**src/rtl/gen_gamma_encoder.sv**
```systemverilog
// gen_gamma_encoder: serialising generalised Elias-gamma encoder.
// Encodes V = inp_data + 1 as L zeros followed by the L+1 bits of V
// (MSB first), where L = floor(log2 V). One code bit per out handshake.
// Optional feature macro: GEN_GAMMA_ENC_LEN_EN adds the code_len output
// (2L+1, loaded on input acceptance).
module gen_gamma_encoder #(
  parameter int WIDTH = 8
) (
  input  logic             clk,
  input  logic             res_n,
  input  logic [WIDTH-1:0] inp_data,
  input  logic             inp_valid,
  output logic             inp_ready,
  output logic             out_bit,
  output logic             out_valid,
  input  logic             out_ready,
  output logic             out_last
`ifdef GEN_GAMMA_ENC_LEN_EN
  ,
  output logic [$clog2(2*WIDTH+2)-1:0] code_len
`endif
);

  localparam int VW = WIDTH + 1;
  localparam int LW = $clog2(WIDTH + 1);

  localparam logic [LW-1:0] ZERO_L = {LW{1'b0}};
  localparam logic [LW-1:0] ONE_L  = {{(LW-1){1'b0}}, 1'b1};
  localparam logic [VW-1:0] ONE_V  = {{WIDTH{1'b0}}, 1'b1};

  typedef enum logic [1:0] {
    S_IDLE   = 2'd0,
    S_PREFIX = 2'd1,
    S_BODY   = 2'd2
  } state_t;

  state_t        state_q, state_d;
  logic [VW-1:0] v_q, v_d;
  logic [LW-1:0] l_q, l_d;
  logic [LW-1:0] cnt_q, cnt_d;
  logic          out_bit_q, out_bit_d;
  logic          out_valid_q, out_valid_d;
  logic          out_last_q, out_last_d;
  logic          accept;

  // Index of the highest set bit; V is never zero, so the result is L.
  function automatic logic [LW-1:0] msb_index(input logic [VW-1:0] v);
    logic [LW-1:0] idx;
    idx = ZERO_L;
    for (int i = 0; i < VW; i++) begin
      if (v[i]) begin
        idx = LW'(i);
      end else begin
        idx = idx;
      end
    end
    return idx;
  endfunction

  // Ready only in IDLE and never while reset is being applied.
  assign inp_ready = (state_q == S_IDLE) && !res_n;
  assign accept    = (state_q == S_IDLE) && inp_valid;

  assign out_bit   = out_bit_q;
  assign out_valid = out_valid_q;
  assign out_last  = out_last_q;

  // State register plus registered copies of the serial outputs.
  always_ff @(posedge clk) begin
    if (res_n) begin
      state_q     <= S_IDLE;
      v_q         <= {VW{1'b0}};
      l_q         <= ZERO_L;
      cnt_q       <= ZERO_L;
      out_bit_q   <= 1'b0;
      out_valid_q <= 1'b0;
      out_last_q  <= 1'b0;
    end else begin
      state_q     <= state_d;
      v_q         <= v_d;
      l_q         <= l_d;
      cnt_q       <= cnt_d;
      out_bit_q   <= out_bit_d;
      out_valid_q <= out_valid_d;
      out_last_q  <= out_last_d;
    end
  end

  // Next-state logic: latch the word, walk the prefix zeros, then V's bits.
  always_comb begin
    state_d = state_q;
    v_d     = v_q;
    l_d     = l_q;
    cnt_d   = cnt_q;
    case (state_q)
      S_IDLE: begin
        if (inp_valid) begin
          v_d = {1'b0, inp_data} + ONE_V;
          l_d = msb_index(v_d);
          if (l_d != ZERO_L) begin
            cnt_d   = l_d - ONE_L;
            state_d = S_PREFIX;
          end else begin
            cnt_d   = ZERO_L;
            state_d = S_BODY;
          end
        end else begin
          state_d = S_IDLE;
        end
      end
      S_PREFIX: begin
        if (out_ready) begin
          if (cnt_q == ZERO_L) begin
            cnt_d   = l_q;
            state_d = S_BODY;
          end else begin
            cnt_d = cnt_q - ONE_L;
          end
        end else begin
          state_d = S_PREFIX;
        end
      end
      S_BODY: begin
        if (out_ready) begin
          if (cnt_q == ZERO_L) begin
            state_d = S_IDLE;
          end else begin
            cnt_d = cnt_q - ONE_L;
          end
        end else begin
          state_d = S_BODY;
        end
      end
      default: begin
        state_d = S_IDLE;
        cnt_d   = ZERO_L;
      end
    endcase
  end

  // Output decode from the next state, so the registered outputs line up
  // with the state they describe (no path from inp_* straight to out_*).
  always_comb begin
    out_valid_d = 1'b0;
    out_bit_d   = 1'b0;
    out_last_d  = 1'b0;
    case (state_d)
      S_IDLE: begin
        out_valid_d = 1'b0;
      end
      S_PREFIX: begin
        out_valid_d = 1'b1;
      end
      S_BODY: begin
        out_valid_d = 1'b1;
        out_bit_d   = v_d[cnt_d];
        out_last_d  = (cnt_d == ZERO_L);
      end
      default: begin
        out_valid_d = 1'b0;
      end
    endcase
  end

`ifdef GEN_GAMMA_ENC_LEN_EN
  localparam int CLW = $clog2(2*WIDTH+2);

  logic [CLW-1:0] code_len_q, code_len_d;

  assign code_len = code_len_q;

  // Codeword length 2L+1 captured when a word is accepted.
  always_comb begin
    if (accept) begin
      code_len_d = CLW'({l_d, 1'b1});
    end else begin
      code_len_d = code_len_q;
    end
  end

  // Code length register.
  always_ff @(posedge clk) begin
    if (res_n) begin
      code_len_q <= {CLW{1'b0}};
    end else begin
      code_len_q <= code_len_d;
    end
  end
`else
  // accept only feeds the optional length register.
  logic unused_accept;
  assign unused_accept = accept;
`endif

endmodule

```
**config.mk**
```make
export PLATFORM = sky130hd
export DESIGN_NAME = gen_gamma_encoder
export DESIGN_NICKNAME = d
export VERILOG_FILES = /design/src/rtl/gen_gamma_encoder.sv
export SDC_FILE = /design/constraint.sdc
export NUM_CORES = 1
export LEC_CHECK = 0
export BUFFER_PORTS_ARGS = -buffer_cell sky130_fd_sc_hd__buf_4
export CORE_MARGIN = 2
export CORE_UTILIZATION = 50
export CTS_BUF_LIST = sky130_fd_sc_hd__clkbuf_4
export CTS_CLUSTER_SIZE = 14
export DETAILED_ROUTE_END_ITERATION = 10
export PLACE_DENSITY = 0.8
export SKIP_CTS_REPAIR_TIMING = 1
export SYNTH_ARGS = -nofsm -noshare
export SYNTH_HDL_FRONTEND = slang
export SYNTH_SLANG_ARGS = --single-unit
```
**constraint.sdc**
```tcl
create_clock -name clk -period 7 [get_ports clk]
set_clock_uncertainty 0.1 [all_clocks]
set_input_delay 1.4 -clock clk [delete_from_list [all_inputs] [get_ports clk]]
set_output_delay 1.4 -clock clk [all_outputs]
set_load 0.005 [all_outputs]
```
======== Yosys cells after proc, flatten, opt, wreduce, memory -nomap -nowiden ========
Index checks and enable logic that the tools add are counted.
storage, ports and cells
  register bits after elaboration ......... 22
  input port bits ......................... 12
  output and inout bits ................... 4
cells by class
  $add $sub $neg .......................... 3
  order comparisons ....................... 1
  eq/ne operators ......................... 4
  multiplexer cells ....................... 29
  bitwise operators ....................... 1
  reductions and logical operators ........ 9
operator list
  cell                 count
  $mux 4               15
  $mux 9               2
  $mux 2               6
  $pmux 4 s3           1
  $add 8x1->9 const B  1
  $logic_not 4->1      2
  $sub 4x1->4 const B  2
  $pmux 2 s3           1
  $lt 4x5->1 const B   1
  $bmux 1 s4           1
  $eq 2x1->1 const B   2
  $eq 2x2->1 const B   2
  $reduce_bool 4->1    1
  $reduce_or 2->1      2
  $mux 1               3
  $logic_not 2->1      1
  $reduce_and 2->1     1
  $logic_and 1x1->1    1
  $logic_not 1->1      1
  $not 1->1            1

======== Logic depth before layout (Yosys ltp) ========
Gate-level depths: netlist of the first run.
  word-level depth ........................ 18
  gate-level depth with buffers ........... 15
  gate-level depth less buffers ........... 14

======== Worst setup path after synthesis of the first run ========
Ideal clock, no wire load.
  path kind ............................... input-to-reg
  from .................................... in inp_data[0]
  to ...................................... reg out_bit_q, in the netlist out_bit
  library setup time ...................... 0.066 ns
  data arrival time ....................... 3.737 ns
  required time ........................... 6.834 ns
  slack ................................... 3.097 ns
  stages on the path ...................... 15
  cells stage by stage .................... ha_1 buf_2 a21oi_1 nand2_1 a21o_1 a31oi_1 inv_1 ha_1 inv_1 o211ai_1 a311o_1 o211ai_2 or2b_1 o221ai_2 a21oi_2
between the ends
  longest elaborated chain between the ends .. 18
  elaborated cells between the ends (all ways) .. 26
  classes of those cells .................. add/sub (2); eq/ne (1); mux (20); bitwise (1); reduce/logical (2)
RTL lines
  element                                                               line  text
  start: declaration                                                    11    input logic [WIDTH-1:0] inp_data,
  $add 8x1->9 *                                                         98    v_d = {1'b0, inp_data} + ONE_V;
  parallel branches: the longest is 17 deep, another holds $sub 4x1->4  n/a
  end signal: assignment                                                83    out_bit_q <= out_bit_d;
  end: declaration                                                      41    logic out_bit_q, out_bit_d;
Every way passes the cells marked *. The select of a mux whose other input is x is not followed.
A chain may end at the register's enable or synchronous reset.

======== Worst setup path after layout of the first run ========
  from .................................... in inp_data[0]
  to ...................................... reg out_bit_q, in the netlist out_bit
between the ends
  longest elaborated chain between the ends .. 18
  elaborated cells between the ends (all ways) .. 26
  classes of those cells .................. add/sub (2); eq/ne (1); mux (20); bitwise (1); reduce/logical (2)
RTL lines
  element                             line  text
  $add 8x1->9 *                       98
  $mux 1                              51    if (v[i]) begin
  $mux 4 (6 in series)                51
  $mux 4 *                            51
  $mux 4 *                            97    if (inp_valid) begin
  $mux 4 *                            95    case (state_q)
  $reduce_bool 4->1 *                 100   if (l_d != ZERO_L) begin
  $mux 2 *                            100
  $mux 2 *                            97
  $pmux 2 s3 *                        95
  net state_d[1]                      37    state_t state_q, state_d;
  $eq 2x2->1 *                        147   case (state_d)
  $not 1->1 (no source line) *        n/a
  $reduce_or 2->1 (no source line) *  n/a
The timed path passes the listed nets; every way through them passes the cells marked *. The select of a mux whose other input is x is not followed.

==> reports/summary.txt, run 1 <==
Status: finished, final reports clean
Pre-CTS setup slack: 2.57 ns
DRC: 0
EDFF count, synth: 0
Slew HR: 55.7%
Mean post-synth cell area: 7.79 sq um
Row cnt: 20
Reg clk slew, reported paths: 0.12 ns
Port Buf Inserts: 15
Synth warnings: 0
Antenna Nets Post-Route: 0
Sequential area share after synthesis: 26.8%
Initial Utilization: 53.0%
Post-Synth XOR/XNOR Area: 4.26%
Maxcap violations: 0
CP max FO: 13
WP data arrival: 4.32 ns
Synth async-reset ratio: 0%
Simple-Gate Fraction of Synth Area: 28.8%
Final non-filler cell total: 261
Hold Crit Class: flop to flop
Net Count, Synth: 228
Largest family of logic cells by synthesized area: simple AND/OR/NAND/NOR gates
Fin Hold WS: 0.372 ns
Post-synth cell types: 62
Die area: 3760 sq um
GRT met3 Usage: 3.78%
Gr busiest metal: met2
Area share of fa/ha/maj cells after synthesis: 3.81%
Clk_lat worst skew: 0.30 ns
Gate Count Post-Synth: 211
Synth Cell Area: 1640 sq um
WP data required: 7.15 ns
Initial antenna violation count: 0
Via/cell ratio: 5.82
Placer Congestion: 0.899
Worst VDD drop: 0.137 mV
N_diodes: 0
Placed Cells: 257
Primary FF master, synth: dfxtp_1
RSZ-0062 raised after global routing: no
Post-DP HPWL: 2.70 mm
Core Area: 3100 sq um
Post-synthesis compound-gate area fraction: 27.8%
Power, Total: 0.369 mW
Fraction of layout cells with a size suffix above 1: 13.8%
Fmax: 240 MHz
Die Y: 61.3 microns
Sink Count: 22
Final worst-path cycle share: 59.6%
Largest net degree at the start of global routing: 23
Routed WL: 3.55 mm
Slew Viols, Final: 0
Pwr per Cell Area: 209 nW/um^2
Reg2reg start: cnt_q[0]$_SDFF_PP0_
DRT iter0 DRCs: 85
Vias: 1520
Die W: 61.3 microns
Met2 usage: 34.3%
Number of global-route vias before repair: 1385
Placed cell areas: 1740 sq um
Max Root-Sink Buffers: 2
Critical Path Source: inp_data[0]
Hold Crit Start: v_q[1]$_SDFF_PP0_
Setup total negative slack: 0 ns
First-pass GRT wire length: 6.13 mm
Area growth syn-to-layout: 7.38%
Worst setup margin: 2.83 ns
Ports: 16
Crit path kind: input port to flop
# fillers: 298
GRT met1 Usage: 30.2%
Worst Setup End Kind: flop
Min Clock Period, post-route: 4.17 ns
Fin. Hold Viols: 0
Synthesized flop and latch total: 22
Worst Tran Pin Value: 0.656 ns
CTS buffer count: 3
Tot GR Track Use: 21.2%
CTS tree: built
Wire per inst: 13.6 microns
Nets: 235
Final global-route overflow total: 0
Startpoint Class: input port
Clock Root Buffer: clkbuf_4
Mux share of post-synthesis cell area: 2.51%
Setup violations, final: 0
Final Util: 56.9%
H-tree depth: 1
Cell area after layout: 1770 sq um
Drt pass-1 iters: 4
Leakage Power: 0.670 nW
-- worst max-delay path, cell delays in order --
cell and delay (ns):
buf_4 0.13, ha_1 0.34, nor3_1 0.19, nor2_1 0.06, a22oi_1 0.15, nor2_1 0.06, o41ai_1 0.55, ha_1 0.28
o211ai_1 0.17, o31ai_1 0.27, and3_1 0.21, ha_1 0.15, and2b_1 0.16, o221ai_2 0.10, a21oi_2 0.11
-- cells in the final DEF, fill, tap and decap left out, types with 2 or more instances in the layout --
cell and n:
nand2_1 18, nor2b_1 7, nor3_1 5, xnor2_1 5
o21bai_1 3, buf_4 15, o22ai_1 2, and4_1 2
nand2b_1 4, o31ai_1 4, a31oi_1 2, o21ai_2 2
nand3_1 3, clkbuf_4 3, xor2_1 3, o21a_1 2
and3_1 2, o21ai_0 6, a21o_1 2, ha_1 5
mux2i_1 3, nor2_1 30, a32oi_1 2, a21oi_1 15
o211ai_1 5, inv_1 7, and2_1 5, dfxtp_1 22
-- cell families (layout without fill, tap and decap cells) --
kind of cell	Yosys count	in the layout
and+or+nand+nor	90	90
AOI/OAI and AO/OA	62	62
DFF	22	22
buffers and inverters	20	26
xor gates and xnor gates	8	8
adders and majority gates	5	5
muxes	4	4
-- path summary, 6_finish.rpt --
check | end | slack (ns) | cells after the start
worst max-delay path | out_bit$_SDFF_PP0_ | 2.83 | 15
worst min-delay path | v_q[1]$_SDFF_PP0_ | 0.37 | 2
worst min register to register | v_q[1]$_SDFF_PP0_ | 0.37 | 2
worst max register to register | out_bit$_SDFF_PP0_ | 4.43 | 10
-- per-layer routing --
metal / wire length (microns) / vias up / part of all wire, %
met4: 36 / 0 / 1.0
met1: 1790 / 707 / 50
met5: 0 / - / 0
li1: - / 775 / -
met3: 158 / 4 / 4.5
met2: 1570 / 34 / 44
-- power breakdown --
group,internal [mW],switching [mW],total (mW)
sequential,0.140,0.0136,0.154
clock,0.0208,0.0376,0.0585
combinational,0.0690,0.0878,0.157
-- layout make-up --
type | count | area (sq um) | share of cell area, %
well taps | 44 | 55.1 | 3.12
inverters | 7 | 26.3 | 1.49
clock inverters | 1 | 3.75 | 0.213
multi-input cells | 169 | 1100 | 62.6
repair buffers | 15 | 113 | 6.38
clock buffers | 3 | 22.5 | 1.28
flip-flops and latches | 22 | 440 | 24.9
-- flip-flops by register name (all words and copies together), names as in the netlist --
register	count
cnt_q	4
l_q	4
out_bit	1
out_last	1
out_valid	1
state_q	2
v_q	9
-- synth_stat cells, types with 4 or more instances --
library cell  number  area share, %
and2_1             5            1.9
nor2_1            30            6.8
buf_2              4            1.2
ha_1               5            3.8
xnor2_1            5            2.7
clkbuf_1           6            1.4
o21ai_0            6            1.8
o31ai_1            4            1.8
dfxtp_1           22             27
nand2_1           18            4.1
nor3_1             5            1.5
inv_1              7            1.6
o211ai_1           5            2.3
nor2b_1            7            2.7
nand2b_1           4            1.5
a21oi_1           15            4.6
No activity file was read; power rests on OpenSTA's default activity.
==> run 2, diff against run 1 <==
--- a/config.mk
+++ b/config.mk
@@ -11,7 +11,7 @@
 export CTS_BUF_LIST = sky130_fd_sc_hd__clkbuf_4
 export CTS_CLUSTER_SIZE = 14
 export DETAILED_ROUTE_END_ITERATION = 10
-export PLACE_DENSITY = 0.8
+export PLACE_DENSITY = 0.83
 export SKIP_CTS_REPAIR_TIMING = 1
 export SYNTH_ARGS = -nofsm -noshare
 export SYNTH_HDL_FRONTEND = slang
==> constraint.sdc (replaced) <==
create_clock -name clk -period 3.38 [get_ports clk]
set_clock_uncertainty 0.1 [all_clocks]
set_input_delay 0.676 -clock clk [delete_from_list [all_inputs] [get_ports clk]]
set_output_delay 0.676 -clock clk [all_outputs]
set_load 0.005 [all_outputs]
==> reports/summary.txt, run 2 (same netlist as run 1, synthesis figures left out) <==
Status: finished, final reports clean
Startpoint Class: input port
CTS buffer count: 3
Final Util: 59.2%
Clock Root Buffer: clkbuf_4
DRC: 0
Max Root-Sink Buffers: 2
Pwr per Cell Area: 464 nW/um^2
Antenna Nets Post-Route: 0
Final global-route overflow total: 0
RSZ-0062 raised after global routing: no
Worst Tran Pin Value: 0.528 ns
Seq pwr share: 37.3%
H-tree depth: 1
Worst VDD drop: 0.192 mV
Area growth syn-to-layout: 11.7%
Reg2reg end: out_bit$_SDFF_PP0_
Fin. Hold Viols: 0
Post-DP HPWL: 2.75 mm
Row cnt: 20
Leakage Power: 0.712 nW
Sw frac: 34.4%
Fraction of layout cells with a size suffix above 1: 16.6%
Via/cell ratio: 5.82
Tot GR Track Use: 20.7%
Nets: 241
Reg2reg start: cnt_q[0]$_SDFF_PP0_
N_diodes: 0
Hold Crit Start: v_q[1]$_SDFF_PP0_
# fillers: 299
Worst Setup End Kind: flop
Slew HR: 64.7%
Sw power: 0.293 mW
Clk_lat worst skew: 0.31 ns
WP data required: 3.52 ns
Reg2reg setup slack: 0.81 ns
DRT iter0 DRCs: 114
Sink Count: 22
Final worst-path cycle share: 91.9%
Clock power frac: 23.5%
Register area: 440 sq um
WP data arrival: 3.24 ns
Ports: 16
Biggest regs: v_q (9), cnt_q (4), l_q (4)
Die W: 61.3 microns
R2R cell count: 10
Commonest non-fill, non-tap cell in the layout: nor2_1
Core Area: 3100 sq um
Wire per inst: 13.5 microns
Logic gate share of total power: 39.2%
Crit path kind: input port to flop
Port Buf Inserts: 15
Hold path depth: 2
Fmax: 322 MHz
Vias: 1555
Min Clock Period, post-route: 3.11 ns
Slew Viols, Final: 0
Routed WL: 3.62 mm
CTS tree: built
Drt pass-1 iters: 4
Multi-input logic area: 1100 sq um
Die area: 3760 sq um
Largest net degree at the start of global routing: 23
Setup total negative slack: 0 ns
Number of global-route vias before repair: 1270
Setup violations, final: 0
Maxcap violations: 0
Cell internal pwr: 0.560 mW
Die Y: 61.3 microns
Largest register FFs: 9
Most frequent cells in the layout: 30 x nor2_1, 22 x dfxtp_1, 21 x buf_4, 18 x nand2_1, 15 x a21oi_1
CP max FO: 7
Reg clk slew, reported paths: 0.12 ns
Initial Utilization: 53.0%
Hold Crit Class: flop to flop
Initial antenna violation count: 0
Largest register by flop count: v_q
Placer Congestion: 0.902
WHS Endpoint: v_q[1]$_SDFF_PP0_
First-pass GRT wire length: 5.86 mm
-- run 2: cell types whose count changed in the layout (fill, tap and decap cells not counted) --
cell       previous run  this run
buf_4                15        21
bufinv_16             0         1
clkinv_1              1         0
-- run 2: layer usage --
layer	vias to the layer above	GRT usage (%)	wire length, microns
li1	784	-	-
met1	730	31.0	1740
met2	37	30.7	1690
met3	4	2.52	149
met4	0	7.29	47
met5	-	0	0
-- run 2: cell type report --
type	instances	share of cell area, %
multi-input combinational	169	60.1
clock buffer	3	1.23
clock inverter	1	1.63
inverter	7	1.43
sequential	22	24.0
tap	44	3.00
timing repair buffer	21	8.58
-- run 2: worst max-delay path: stages --
cell and delay, ns:
buf_4 0.13, ha_1 0.27, nor3_1 0.17, nor2_1 0.06
a22oi_1 0.16, nor2_1 0.06, o41ai_1 0.25, buf_4 0.18
ha_1 0.16, o211ai_1 0.15, o31ai_1 0.28, and3_1 0.22
ha_1 0.15, and2b_1 0.15, nor3b_1 0.17
-- run 2: how the worst max path moves through the flow --
stage           startpoint             endpoint  slack, ns  cells past startpoint
3_3_place_gp   inp_data[0]  out_last$_SDFF_PP0_       0.08                     13
3_5_place_dp   inp_data[0]  out_last$_SDFF_PP0_      -0.02                     15
2_1_floorplan  inp_data[0]   out_bit$_SDFF_PP0_       0.20                     15
4_1_cts        inp_data[0]  out_last$_SDFF_PP0_       0.31                     15
5_1_grt        inp_data[0]   out_bit$_SDFF_PP0_       0.07                     16
6_report       inp_data[0]  out_last$_SDFF_PP0_       0.27                     15
-- run 2: metrics by stage --
step / setup slack (ns) / area (sq um) / hold slack, ns / std cells / power [mW]
final: 0.273 / 1840 / 0.362 / 267 / 0.853
after global routing: 0.0732 / 1840 / 0.381 / 267 / 0.910
after CTS: 0.313 / 1840 / 0.365 / 267 / 0.858
after detailed placement: -0.0175 / 1780 / 0.347 / 263 / 0.655
after global placement: 0.0764 / 1780 / 0.345 / 263 / 0.649
after floorplan: 0.201 / 1640 / 0.337 / 211 / 0.571
-- run 2: power by group through the flow --
stage / clock (mW) / sequential (mW) / combinational [mW]
floorplan: 0 / 0.310 / 0.260
global placement: 0 / 0.323 / 0.326
detailed placement: 0 / 0.324 / 0.331
CTS: 0.209 / 0.318 / 0.332
global route: 0.219 / 0.322 / 0.369
finish: 0.200 / 0.318 / 0.335
==> run 3, diff against run 2 <==
--- a/config.mk
+++ b/config.mk
@@ -7,12 +7,13 @@
 export LEC_CHECK = 0
 export BUFFER_PORTS_ARGS = -buffer_cell sky130_fd_sc_hd__buf_4
 export CORE_MARGIN = 2
-export CORE_UTILIZATION = 50
+export CORE_UTILIZATION = 55
 export CTS_BUF_LIST = sky130_fd_sc_hd__clkbuf_4
 export CTS_CLUSTER_SIZE = 14
 export DETAILED_ROUTE_END_ITERATION = 10
-export PLACE_DENSITY = 0.83
+export PLACE_DENSITY = 0.89
 export SKIP_CTS_REPAIR_TIMING = 1
+export SLEW_MARGIN = 40
 export SYNTH_ARGS = -nofsm -noshare
 export SYNTH_HDL_FRONTEND = slang
 export SYNTH_SLANG_ARGS = --single-unit
==> reports/summary.txt, run 3 (same netlist as run 1, synthesis figures left out) <==
Status: finished with violations
Failing checks: DRC
Fmax: 321 MHz
Worst setup margin: 0.261 ns
Drt pass-1 iters: 7
Clk_lat worst skew: 0.33 ns
Ports: 16
Clock Root Buffer: clkbuf_4
DRT iter0 DRCs: 139
Worst VDD drop: 0.254 mV
Die area: 3440 sq um
First-pass GRT wire length: 6.44 mm
R2R cell count: 10
Routed WL: 3.85 mm
Max incr delay on CP: 0.32 ns
Via/cell ratio: 6.22
Slowest cell on the critical path: o21ai_0
Max Root-Sink Buffers: 2
Number of global-route vias before repair: 1416
Largest register by flop count: v_q
H-tree depth: 1
Maxcap violations: 0
CP max FO: 6
RSZ-0062 raised after global routing: no
Leakage Power: 0.732 nW
Fraction of layout cells with a size suffix above 1: 18.1%
Crit-path cells: buf_4 > ha_1 > buf_4 > nor2b_1 > o21bai_1 > a21o_1 > a31oi_1 > inv_1 > ha_1 > o211ai_1 > o21ai_2 > o21ai_0 > mux2i_1 > o221ai_2 > a21oi_2
Sink Count: 22
Fin Hold WS: 0.364 ns
Final worst-path cycle share: 92.3%
Setup violations, final: 0
Largest net degree at the start of global routing: 23
Port Buf Inserts: 15
Reg clk slew, reported paths: 0.12 ns
Largest register FFs: 9
Crit path kind: input port to flop
WP data arrival: 3.29 ns
Wire per inst: 14.9 microns
CTS tree: built
Hold path depth: 2
Die Y: 58.7 microns
CTS buffer count: 3
Slew HR: 64.6%
Tot GR Track Use: 24.3%
Vias: 1605
WP data required: 3.55 ns
Slew Viols, Final: 0
Commonest non-fill, non-tap cell in the layout: nor2_1
Pre-CTS setup slack: -0.0636 ns
N_diodes: 0
Most frequent cells in the layout: 30 x nor2_1, 25 x buf_4, 22 x dfxtp_1, 18 x nand2_1, 15 x a21oi_1
Placer Congestion: 0.933
Initial antenna violation count: 0
Die W: 58.7 microns
Setup total negative slack: 0 ns
Reg2reg setup slack: 0.76 ns
Min Clock Period, post-route: 3.12 ns
Row cnt: 19
Area growth syn-to-layout: 12.6%
Fin. Hold Viols: 0
Worst Setup End Kind: flop
Biggest regs: v_q (9), cnt_q (4), l_q (4)
Antenna Nets Post-Route: 0
Nets: 245
Worst Tran Pin Value: 0.529 ns
Final global-route overflow total: 0
Post-DP HPWL: 2.87 mm
Pwr per Cell Area: 469 nW/um^2
Hold Crit Class: flop to flop
DRC: 1
Startpoint Class: input port
Initial Utilization: 58.6%
Core Area: 2810 sq um
==> run 3: changes by cell type in the layout (fill, tap and decap cells not counted) <==
cell,previous run,this run
buf_4,21,25
==> run 3: final timing paths <==
path	from	endpoint
worst min register to register	v_q[1]$_SDFF_PP0_	v_q[1]$_SDFF_PP0_
worst min-delay path	v_q[1]$_SDFF_PP0_	v_q[1]$_SDFF_PP0_
worst max register to register	cnt_q[0]$_SDFF_PP0_	out_bit$_SDFF_PP0_
worst max-delay path	inp_data[0]	out_bit$_SDFF_PP0_
==> run 3: area by class of cell <==
class                           count  area, sq um
Multi-Input combinational cell    169         1100
Clock buffer                        3         22.5
Fill cell                         251          955
Inverter                            7         26.3
Clock inverter                      1         30.0
Sequential cell                    22          440
Timing Repair Buffer               25          188
Tap cell                           31         38.8
==> run 3: routing by layer <==
metal	part of all wire, %	GRT usage [%]
met1	47	32.6
met2	46	38.2
met3	5.1	4.18
met4	1.9	11.4
met5	0	0
==> run 3: stage by stage <==
stage / area [sq um] / cells / total power [mW] / util (%)
floorplan: 1640 / 211 / 0.571 / -
global placement: 1800 / 254 / 0.652 / 64.1
detailed placement: 1800 / 254 / 0.658 / 64.1
CTS: 1850 / 258 / 0.863 / 66.0
global route: 1850 / 258 / 0.920 / 66.0
finish: 1850 / 258 / 0.867 / 66.0
==> run 3: critical path, delay by kind of cell <==
family	cells	cell delay (ns)
buffers and inverters	3	0.41
adder cells (fa/ha/maj)	2	0.46
multiplexers	1	0.30
AO/OA/AOI/OAI	8	1.32
AND/OR/NAND/NOR	1	0.11
==> run 3: power by group <==
group | switching (mW) | leakage [nW] | total (mW) | internal (mW)
clock network | 0.0878 | 0.0279 | 0.208 | 0.120
logic | 0.188 | 0.523 | 0.340 | 0.152
registers | 0.0291 | 0.181 | 0.319 | 0.290
total | 0.305 | 0.732 | 0.867 | 0.562
